<file path="config.mk">
export PLATFORM = sky130hd
export DESIGN_NAME = mem_arbiter
export DESIGN_NICKNAME = d
export VERILOG_FILES = /design/src/rtl/mem_arbiter.sv
export SDC_FILE = /design/constraint.sdc
export NUM_CORES = 1
export LEC_CHECK = 0
export ABC_AREA = 1
export CELL_PAD_IN_SITES_DETAIL_PLACEMENT = 1
export CELL_PAD_IN_SITES_GLOBAL_PLACEMENT = 1
export CORE_ASPECT_RATIO = 0.8
export CORE_MARGIN = 2
export CORE_UTILIZATION = 11
export DETAILED_ROUTE_END_ITERATION = 6
export PLACE_DENSITY = 0.91
export SYNTH_ARGS = -nofsm -noshare
export SYNTH_HDL_FRONTEND = slang
export SYNTH_SLANG_ARGS = --single-unit
</file>
<file path="constraint.sdc">
create_clock -name clk -period 2 [get_ports clk]
set_input_delay 0.2 -clock clk [delete_from_list [all_inputs] [get_ports clk]]
set_output_delay 0.2 -clock clk [all_outputs]
set_load 0.02 [all_outputs]
</file>
<file path="src/rtl/mem_arbiter.sv">
// mem_arbiter: shares one synchronous word-addressed RAM port between the CPU
// (port 0) and a debug/loader master (port 1). Round-robin arbitration with a
// bounded-burst ownership lock; read data returns one cycle after the grant.
module mem_arbiter #(
  parameter int unsigned MAX_BURST   = 4,
  parameter bit          FIRST_OWNER = 1'b0
) (
  input  logic        clk,
  input  logic        reset,
  input  logic        req0,
  input  logic        we0,
  input  logic [29:0] addr0,
  input  logic [31:0] wdata0,
  output logic        gnt0,
  output logic        rvalid0,
  output logic [31:0] rdata0,
  input  logic        req1,
  input  logic        we1,
  input  logic [29:0] addr1,
  input  logic [31:0] wdata1,
  output logic        gnt1,
  output logic        rvalid1,
  output logic [31:0] rdata1,
  output logic [29:0] mem_addr,
  output logic [31:0] mem_wdata,
  output logic        mem_re,
  output logic        mem_we,
  input  logic [31:0] mem_rdata
);

  localparam logic [3:0] MaxBurst = 4'(MAX_BURST);

  logic       owner_q, owner_d;
  logic [3:0] burst_q, burst_d;
  logic       rtag_valid_q, rtag_valid_d;
  logic       rtag_port_q, rtag_port_d;

  logic       pickPort1;
  logic       grantAny;
  logic       selWe;

  // Grant decision. A zero burst count means the previous cycle was idle (or
  // we are just out of reset), which hands a contested cycle to the non-owner.
  // Grants are suppressed while reset is held so no access leaks out.
  always_comb begin
    gnt0      = 1'b0;
    gnt1      = 1'b0;
    pickPort1 = 1'b0;
    if (!reset) begin
      if (req0 && req1) begin
        if (burst_q == 4'd0 || burst_q >= MaxBurst) begin
          pickPort1 = ~owner_q;
        end else begin
          pickPort1 = owner_q;
        end
        gnt0 = ~pickPort1;
        gnt1 = pickPort1;
      end else begin
        gnt0 = req0;
        gnt1 = req1;
      end
    end
  end

  // Steer the granted port's request fields onto the RAM port.
  always_comb begin
    grantAny  = gnt0 | gnt1;
    selWe     = gnt1 ? we1 : we0;
    mem_addr  = gnt1 ? addr1 : addr0;
    mem_wdata = gnt1 ? wdata1 : wdata0;
    mem_re    = grantAny & ~selWe;
    mem_we    = grantAny & selWe;
  end

  // Next-state: burst counter, ownership and outstanding-read tag.
  always_comb begin
    owner_d      = owner_q;
    burst_d      = burst_q;
    rtag_valid_d = mem_re;
    rtag_port_d  = gnt1;
    if (grantAny) begin
      if ((gnt1 == owner_q) && (burst_q != 4'd0)) begin
        burst_d = (burst_q == 4'd15) ? 4'd15 : burst_q + 4'd1;
      end else begin
        owner_d = gnt1;
        burst_d = 4'd1;
      end
    end else begin
      burst_d = 4'd0;
    end
  end

  // State register; reset drops any outstanding read and primes ownership so
  // the first contested cycle goes to FIRST_OWNER.
  always_ff @(posedge clk or posedge reset) begin
    if (reset) begin
      owner_q      <= ~FIRST_OWNER;
      burst_q      <= 4'd0;
      rtag_valid_q <= 1'b0;
      rtag_port_q  <= 1'b0;
    end else begin
      owner_q      <= owner_d;
      burst_q      <= burst_d;
      rtag_valid_q <= rtag_valid_d;
      rtag_port_q  <= rtag_port_d;
    end
  end

  // Route returning read data to the port that issued the read.
  always_comb begin
    rvalid0 = rtag_valid_q & ~rtag_port_q;
    rvalid1 = rtag_valid_q & rtag_port_q;
    rdata0  = rvalid0 ? mem_rdata : 32'd0;
    rdata1  = rvalid1 ? mem_rdata : 32'd0;
  end

endmodule

</file>
==> summary.md, run 1 <==
* complete, but fails checks — run status
* negative setup slack — failing checks
* 4 — first-pass iteration count of the detailed router
* inv_2 -> ha_4 -> inv_2 -> nand2_1 -> nand2_1 -> nand3_2 -> nand3_4 -> clkinv_8 -> buf_12 -> clkbuf_16 -> nand2_2 -> nand2_2 -> buf_6 — sequence of cells on the critical path
* 2.09 ns — final critical delay including setup and external delays
* -2.72 ns — Sum Neg Setup Slack
* 0.35 ns — Slowest Stage Delay on Critical Path
* 0 — Hold Buf Count CTS
* 0.23 ns — clock insertion delay at the later pin of the skew report
* 0 — Slew Viols, Final
* sky130_fd_sc_hd__nand2_1 45%, sky130_fd_sc_hd__nor2_1 16%, sky130_fd_sc_hd__inv_1 11% — biggest area contributors in the synthesized netlist
* 1.80 ns — Worst Path Required
* 1690 sq um — Post-Synthesis Cell Area
* 3660 — via count of the first global-routing pass
* 293 — count of input and output buffers
* 0 — grt ovf
* 10.5% — sequential-to-total area share from yosys stat
* 531 — net count after synthesis
* buffers and inverters — kind of cell adding the most delay to the critical path
* 115 um — vertical extent of the die
* 0.326 ns — transition time of the tightest slew-check pin
* 79 — Iteration-0 DRC Markers
* 15000 sq um — core footprint
* 0 — max-cap check violation count
* yes — setup repair after global routing missed its margin
* 294 — boundary pin count
* reg2out — WS Path Type
* 0.797 mW — Net Switching
* 105% — fin crit share
* 2 — clk buf depth
* 270% — signed area change from the synthesized netlist to the final layout
* 16300 sq um — area enclosed by the die boundary
* 367 — cell count after synthesis
* 7.8% — Reg power frac
* 1 — H-tree level count
* 0.04 ns — Reg clk slew, reported paths
* 1.89 ns — Worst Path Arrival
* 201 x sky130_fd_sc_hd__nand2_1, 71 x sky130_fd_sc_hd__nor2_1, 48 x sky130_fd_sc_hd__inv_1 — top post-synthesis cells by count
* 18.2 mm — wire length of the first global-routing pass
* 4.60 sq um — mean cell area of the mapped netlist
* 6 — largest fanout of any net on the critical path
* 0.000900 ns — clock tree skew after final layout
* 6 — Buffers & Inverters on Critical Path
* -0.360 ns — worst setup slack before clock tree synthesis
* flop — critical path startpoint category
* 0.352 ns — worst slack on hold paths
* 3 — Inserted Clock Buffers
* 7 — synthesized flop and latch total
* -0.0908 ns — setup ws final
* in2async — classification of the worst-slack hold path
* 41.6% — final design utilization
* 14.0% — Tot GR Track Use
* 3535 — routed via count
* 2.05 mW — overall power
* 0 — Final Hold Fails
* 38.8% — switching portion of total power
* 0.738 — weighted congestion at the end of routability-driven global placement
* 75.2% — combinational share of power
* 142 um — Die X
* 478 MHz — maximum clock frequency
* 0.18 ns — minimum setup slack among reg-to-reg paths
* 1 — antenna violations before repair
* sky130_fd_sc_hd__dfrtp_1 — library cell contributing the largest single delay on the critical path
* 15.5 um — routed wire length per instance
* sky130_fd_sc_hd__nand2_1 — leading cell type by number of instances after synthesis
* sky130_fd_sc_hd__clkbuf_16 — clock root buffer
* 859 — net count reported at finish
* 17.0% — fraction of power consumed by the clock network
* 38.3% — share of final-layout standard cells stronger than drive strength 1
* 3.55 nW — standby leakage power
* 0.000196 V — Worst VDD drop
* 11.2% — initial standard-cell utilization of the core
* 34 — maximum number of pins on one net before global-route repair
* output port — category of the worst setup path capture point
* 0 — number of enable flip-flop cells after synthesis
* 1.26 mW — cell-internal power
* 0 — antenna viol nets, final
* 0 — Yosys Warn Count
* done — TritonCTS clock tree
* 44.7% — fraction of synthesized cell area taken by the top area cell type
* 100% — share of async-settable or async-resettable flops after synthesis
* 21 — count of unique library cells instantiated by Yosys
* 4.00 — Vias per Instance
* 40 — std cell rows
* 329 nW/um^2 — power density over the cells
* sky130_fd_sc_hd__nand2_1 — biggest area consumer among synthesized cells
* 78.0% — remaining max-slew budget at the tightest pin
* 7 — CTS Sinks
* 13.7 mm — drt total wl
* 0 — total DRC errors in the routed layout
* 62 — number of setup violations in the final report
* 9.79 mm — total half-perimeter wirelength after legalization and detailed placement
* sky130_fd_sc_hd__dfrtp_1 — top_reg_cell synth
-- routing by layer --
| metal | vias to the layer above | track usage [%] | part of all wire, % |
|---|---|---|---|
| met5 | - | 0 | 0 |
| met4 | 0 | 3.70 | 1.8 |
| met3 | 15 | 3.04 | 6.6 |
| met2 | 160 | 28.4 | 57 |
| met1 | 1648 | 14.6 | 35 |
| li1 | 1712 | - | - |
-- cell families (layout without fill, tap and decap cells) --
kind of cell | count (synthesis) | count (layout) | synth area share (%)
AO/OA/AOI/OAI | 3 | 3 | 1.34
adder cells (fa/ha/maj) | 2 | 2 | 1.48
buffers and inverters | 69 | 396 | 21.1
flip-flops | 7 | 7 | 10.5
other | 0 | 1 | 0
AND/OR/NAND/NOR | 286 | 286 | 65.7
-- worst register-to-register path, delay by kind of cell (launching register included) --
kind	cells	cell delay, ns
fa+ha+maj	1	0.14
buf+inv	4	0.43
flops	1	0.38
simple gates	8	0.74
-- cell usage in the layout, fill, tap and decap left out, drive strengths merged, types with 4 or more instances in the layout --
cell type and count:
nand2 202, clkdlybuf4s50 195, buf 112, nor2 72, inv 48, dlymetal6s2s 28, nand3 9, clkbuf 8
dfrtp 6, dlygate4sd2 4
-- cell type report --
type,count,area (sq um)
Inverter,49,196
Fill cell,1774,8780
Clock buffer,4,78.8
Tap cell,189,236
Sequential cell,7,176
Antenna cell,1,2.50
Multi-Input combinational cell,291,1770
Timing Repair Buffer,343,3770
-- timing repair --
action                     CTS  global route
setup endpoints to repair   70            97
pin swaps                   36            32
cloned                       5             4
resized for setup          480           165
buffers inserted            10             3
-- sequential cells by signal, summed over array words and instances, names as in the netlist --
| register | flops |
|---|---|
| burst_q | 4 |
| owner_q | 1 |
| rtag_port_q | 1 |
| rtag_valid_q | 1 |
-- power groups by stage --
stage,registers (mW),clock network [mW],logic [mW]
after floorplan,0.161,0,0.474
final,0.160,0.350,1.54
after global routing,0.162,0.364,1.64
after detailed placement,0.161,0,1.21
after global placement,0.160,0,1.19
after CTS,0.160,0.355,1.40
-- stage by stage --
| step | cells | cell area, sq um |
|---|---|---|
| 2_1_floorplan | 367 | 1690 |
| 3_3_place_gp | 859 | 5000 |
| 3_5_place_dp | 859 | 5000 |
| 4_1_cts | 878 | 5620 |
| 5_1_grt | 884 | 6240 |
| 6_report | 884 | 6240 |
-- final timing paths --
check	startpoint	to	depth (start not counted)
setup / recovery	burst_q[0]$_DFF_PP0_	mem_wdata[27]	13
hold / removal	reset	burst_q[0]$_DFF_PP0_	3
setup reg to reg	burst_q[0]$_DFF_PP0_	burst_q[3]$_DFF_PP0_	13
hold reg to reg	burst_q[0]$_DFF_PP0_	burst_q[0]$_DFF_PP0_	4
max in group asynchronous	reset	owner_q$_DFFE_PP1P_	3
min in group clk	burst_q[0]$_DFF_PP0_	burst_q[0]$_DFF_PP0_	4
(Power assumes the default switching activity.)
==> run 2, diff against run 1 <==
--- a/config.mk
+++ b/config.mk
@@ -12,6 +12,7 @@
 export CORE_MARGIN = 2
 export CORE_UTILIZATION = 11
 export DETAILED_ROUTE_END_ITERATION = 6
+export GPL_TIMING_DRIVEN = 0
 export PLACE_DENSITY = 0.91
 export SYNTH_ARGS = -nofsm -noshare
 export SYNTH_HDL_FRONTEND = slang
==> summary.md, run 2 (synthesis results as in run 1) <==
* complete, but fails checks — run status
* negative setup slack — failing checks
* sky130_fd_sc_hd__clkdlybuf4s50_1 — leading cell type in the layout, fill and taps excluded
* 7 — CTS Sinks
* 1.98 mW — overall power
* 0 — Final Hold Fails
* 0 — grt ovf
* 34.5% — share of final-layout standard cells stronger than drive strength 1
* 0 — Hold Buf Count CTS
* in2async — classification of the worst-slack hold path
* 1 — H-tree level count
* 461 MHz — maximum clock frequency
* 331 nW/um^2 — power density over the cells
* 255% — signed area change from the synthesized netlist to the final layout
* 13.2 mm — drt total wl
* 293 — count of input and output buffers
* output port — category of the worst setup path capture point
* burst_q — largest register by flop count
* 18.6 mm — wire length of the first global-routing pass
* 3753 — via count of the first global-routing pass
* 1.80 ns — Worst Path Required
* -0.603 ns — worst setup slack before clock tree synthesis
* 39.1% — switching portion of total power
* 3.53 nW — standby leakage power
* 0.776 mW — Net Switching
* 12 — maximum number of pins on one net before global-route repair
* 15.0 um — routed wire length per instance
* 0 — total DRC errors in the routed layout
* 294 — boundary pin count
* 68 — Iteration-0 DRC Markers
* 2 — clk buf depth
* 0.440 ns — transition time of the tightest slew-check pin
* 11.2% — initial standard-cell utilization of the core
* 4 — max reg flops
* flop — critical path startpoint category
* 4 — first-pass iteration count of the detailed router
* 0.000235 V — Worst VDD drop
* 3.99 — Vias per Instance
* 0.739 — weighted congestion at the end of routability-driven global placement
* 40 — std cell rows
* 2.17 ns — final critical delay including setup and external delays
* 0 — max-cap check violation count
* 0.04 ns — Reg clk slew, reported paths
* 9.87 mm — total half-perimeter wirelength after legalization and detailed placement
* 0.24 ns — clock insertion delay at the later pin of the skew report
* 16300 sq um — area enclosed by the die boundary
* 1700 sq um — Multi-input gate area
* 8.1% — Reg power frac
* burst_q[3]$_DFF_PP0_ — r2r endpoint
* 13 — R2R depth
* reg2out — WS Path Type
* 1.97 ns — Worst Path Arrival
* mem_addr[25] — critical path endpoint
* 74.1% — combinational share of power
* yes — setup repair after global routing missed its margin
* 70.6% — remaining max-slew budget at the tightest pin
* -0.171 ns — setup ws final
* 109% — fin crit share
* 3492 — routed via count
* 142 um — Die X
* 65 — number of setup violations in the final report
* 14.4% — Tot GR Track Use
* 1 — antenna violations before repair
* 0 — antenna viol nets, final
* 0.18 ns — minimum setup slack among reg-to-reg paths
* 851 — net count reported at finish
* 17.8% — fraction of power consumed by the clock network
* 15000 sq um — core footprint
* sky130_fd_sc_hd__clkbuf_16 — clock root buffer
* 1807 — fillers
* 0 — Slew Viols, Final
* burst_q[1]$_DFF_PP0_ — source of the critical timing path
* 176 x sky130_fd_sc_hd__clkdlybuf4s50_1, 91 x sky130_fd_sc_hd__nand2_1, 71 x sky130_fd_sc_hd__buf_6 — commonest cells after routing, fill and taps aside
* 0.000527 ns — clock tree skew after final layout
* done — TritonCTS clock tree
* 178 sq um — area taken by flip-flops and latches
* 5 — largest fanout of any net on the critical path
* burst_q[1]$_DFF_PP0_ — origin of the critical flop-to-flop path
* 1.21 mW — cell-internal power
* 115 um — vertical extent of the die
* 3 — Inserted Clock Buffers
==> run 2: timing repair <==
item                                    CTS  global route
endpoints found under the setup margin  126            96
pin swaps                                33            33
cloned                                    6             3
buffers inserted                         13             4
resized for setup                       542           112
==> run 2: layout make-up <==
type | count | share of cell area, %
repair buffers | 316 | 56.2
flip-flops and latches | 7 | 2.97
clock buffers | 4 | 1.32
plain buffers | 19 | 3.93
multi-input cells | 291 | 28.4
diodes | 1 | 0.0418
inverters | 49 | 3.19
well taps | 189 | 3.95
==> run 2: critical path: stages (launching register included) <==
cell and delay (ns):
sky130_fd_sc_hd__dfrtp_1 0.39, sky130_fd_sc_hd__inv_2 0.09, sky130_fd_sc_hd__ha_4 0.14, sky130_fd_sc_hd__inv_2 0.04
sky130_fd_sc_hd__nand2_1 0.06, sky130_fd_sc_hd__nand2_1 0.06, sky130_fd_sc_hd__nand3_2 0.10, sky130_fd_sc_hd__nand3_4 0.15
sky130_fd_sc_hd__inv_8 0.14, sky130_fd_sc_hd__buf_12 0.14, sky130_fd_sc_hd__buf_8 0.13, sky130_fd_sc_hd__buf_6 0.09
sky130_fd_sc_hd__nand2_2 0.04, sky130_fd_sc_hd__nand2_2 0.05, sky130_fd_sc_hd__buf_6 0.11
==> run 2: through the flow <==
stage	instance area (sq um)	util (%)	setup TNS [ns]	hold WS [ns]	instances
2_1_floorplan	1690	-	0	0.0432	367
3_3_place_gp	4860	32.3	-30.74	0.507	849
3_5_place_dp	4860	32.3	-32.61	0.523	849
4_1_cts	5630	37.5	-7.56	0.290	872
5_1_grt	5990	39.9	-13.88	0.345	876
6_report	5990	39.9	-6.52	0.277	876
==> run 2: worst min-delay path by stage <==
| stage | start | end | cells past startpoint |
|---|---|---|---|
| 2_1_floorplan | reset | burst_q[0]$_DFF_PP0_ | 1 |
| 3_3_place_gp | reset | rtag_port_q$_DFF_PP0_ | 2 |
| 3_5_place_dp | reset | burst_q[2]$_DFF_PP0_ | 2 |
| 4_1_cts | reset | rtag_port_q$_DFF_PP0_ | 2 |
| 5_1_grt | reset | rtag_port_q$_DFF_PP0_ | 2 |
| 6_report | reset | rtag_port_q$_DFF_PP0_ | 2 |
==> run 2: power groups by stage <==
stage,registers (mW),logic (mW),clock network (mW)
final,0.161,1.47,0.352
after global placement,0.162,1.15,0
after global routing,0.163,1.57,0.366
after detailed placement,0.163,1.18,0
after CTS,0.161,1.38,0.356
after floorplan,0.161,0.474,0
==> run 2: metal layers <==
metal  share of wire, %  GRT usage [%]  vias to the layer above
met1                 36           15.1                     1616
met2                 56           29.2                      165
met4                1.8           3.10                        0
met3                6.6           3.04                       16
met5                  0              0                        -
li1                   -              -                     1695
==> run 3, diff against run 2 <==
==> constraint.sdc (replaced) <==
create_clock -name clk -period 2.1 [get_ports clk]
set_input_delay 0.21 -clock clk [delete_from_list [all_inputs] [get_ports clk]]
set_output_delay 0.21 -clock clk [all_outputs]
set_load 0.02 [all_outputs]
==> summary.md, run 3 (synthesis results as in run 1) <==
* complete, but fails checks — run status
* negative setup slack — failing checks
* 3 — Inserted Clock Buffers
* flop — critical path startpoint category
* 315 nW/um^2 — power density over the cells
* 0.24 ns — clock insertion delay at the later pin of the skew report
* 2 — clk buf depth
* 1 — antenna violations before repair
* 872 — final non-filler cell total
* 12.9% — Tot GR Track Use
* yes — setup repair after global routing missed its margin
* 9.87 mm — total half-perimeter wirelength after legalization and detailed placement
* 0 — grt ovf
* 1 — H-tree level count
* 115 um — vertical extent of the die
* 142 um — Die X
* 5940 sq um — finished layout cell area
* 294 — boundary pin count
* 3476 — routed via count
* met2 — Most Used Layer, Global Route
* reg2out — WS Path Type
* 4 — max reg flops
* 0 — Slew Viols, Final
* burst_q — largest register by flop count
* 5 — largest fanout of any net on the critical path
* 293 — count of input and output buffers
* 100% — fin crit share
* 0 — Hold Buf Count CTS
* 7 — CTS Sinks
* 847 — net count reported at finish
* 15.1 um — routed wire length per instance
* -0.00899 ns — setup ws final
* inv_2 -> ha_4 -> inv_2 -> nand2_1 -> nand2_1 -> nand3_2 -> nand3_4 -> inv_6 -> clkbuf_16 -> clkbuf_16 -> nand2_4 -> nand2_2 -> buf_6 — sequence of cells on the critical path
* 0.48 ns — minimum setup slack among reg-to-reg paths
* sky130_fd_sc_hd__clkbuf_16 — clock root buffer
* 0 — max-cap check violation count
* 474 MHz — maximum clock frequency
* 0.00148 ns — clock tree skew after final layout
* sky130_fd_sc_hd__clkdlybuf4s50_1 — leading cell type in the layout, fill and taps excluded
* 1.90 ns — Worst Path Arrival
* 25.9% — met2 usage
* 34.5% — share of final-layout standard cells stronger than drive strength 1
* 13.2 mm — drt total wl
* 0 — Final Hold Fails
* 3551 — via count of the first global-routing pass
* 0.000225 V — Worst VDD drop
* 0.04 ns — Reg clk slew, reported paths
* sky130_fd_sc_hd__dfrtp_1 — library cell contributing the largest single delay on the critical path
* 4860 sq um — placed cell area
* in2async — classification of the worst-slack hold path
* output port — category of the worst setup path capture point
* 70.5% — remaining max-slew budget at the tightest pin
* 1.87 mW — overall power
* 1740 sq um — Multi-input gate area
* 3 — number of setup violations in the final report
* 0.443 ns — transition time of the tightest slew-check pin
* 16300 sq um — area enclosed by the die boundary
* 1804 — fillers
* 3.30 nW — standby leakage power
* 2.11 ns — final critical delay including setup and external delays
* 252% — signed area change from the synthesized netlist to the final layout
* 4 — first-pass iteration count of the detailed router
* done — TritonCTS clock tree
* 3.99 — Vias per Instance
* 76 — Iteration-0 DRC Markers
* 14.1% — M1 GR Usage
* 40 — std cell rows
* 2.37% — global-route track usage on met3
* 1.89 ns — Worst Path Required
* 0.39 ns — Slowest Stage Delay on Critical Path
* 17.0 mm — wire length of the first global-routing pass
* 197 x sky130_fd_sc_hd__clkdlybuf4s50_1, 88 x sky130_fd_sc_hd__nand2_1, 70 x sky130_fd_sc_hd__nor2_1 — commonest cells after routing, fill and taps aside
* 15000 sq um — core footprint
* 11.2% — initial standard-cell utilization of the core
* 0 — total DRC errors in the routed layout
* 12 — maximum number of pins on one net before global-route repair
* 849 — number of instances in the placed design
* 0.739 — weighted congestion at the end of routability-driven global placement
* 178 sq um — area taken by flip-flops and latches
* 0 — antenna viol nets, final
run 3: path summary, 6_finish.rpt:
kind,from,to,depth (start not counted)
setup / recovery,burst_q[1]$_DFF_PP0_,mem_addr[8],13
hold / removal,reset,rtag_port_q$_DFF_PP0_,2
setup reg to reg,burst_q[1]$_DFF_PP0_,burst_q[3]$_DFF_PP0_,11
hold reg to reg,owner_q$_DFFE_PP1P_,owner_q$_DFFE_PP1P_,4
max in group asynchronous,reset,owner_q$_DFFE_PP1P_,2
min in group clk,owner_q$_DFFE_PP1P_,owner_q$_DFFE_PP1P_,4
run 3: metal layers:
layer / vias up / routed length (um)
met5: - / 0
met4: 0 / 170
met3: 11 / 918
met2: 160 / 7350
met1: 1619 / 4730
li1: 1686 / -
run 3: metrics by stage:
stage                     setup TNS (ns)  util [%]  worst slack [ns]  hold slack [ns]
after floorplan                        0         -             0.357           0.0532
after global placement            -25.41      32.3            -0.488            0.517
after detailed placement          -27.24      32.3            -0.523            0.533
after CTS                        -0.0679      32.7           -0.0294            0.300
after global routing               -6.28      39.6            -0.141            0.355
final                            -0.0119      39.6          -0.00899            0.287
run 3: worst max-delay path, delay by kind of cell (launching register included):
| family | cells | cell delay, ns |
|---|---|---|
| adder cells (fa/ha/maj) | 1 | 0.14 |
| buffers and inverters | 6 | 0.67 |
| flip-flops | 1 | 0.39 |
| AND/OR/NAND/NOR | 6 | 0.46 |
run 3: final cells by class:
class	instances	area share, %
buffer	20	4.28
sequential	7	2.99
antenna	1	0.0421
inverter	49	3.18
multi-input combinational	291	29.3
tap	189	3.98
clock buffer	4	1.33
timing repair buffer	311	54.9
run 3: what timing repair did:
item	CTS	global route
gates cloned	0	8
hold endpoints to repair	0	0
pin swaps	1	53
setup buffers	6	4
resized for setup	377	249
endpoints found under the setup margin	118	75
run 3: power breakdown:
part           internal [mW]  switching [mW]
clock                  0.254          0.0839
combinational          0.732           0.649
sequential             0.146         0.00628
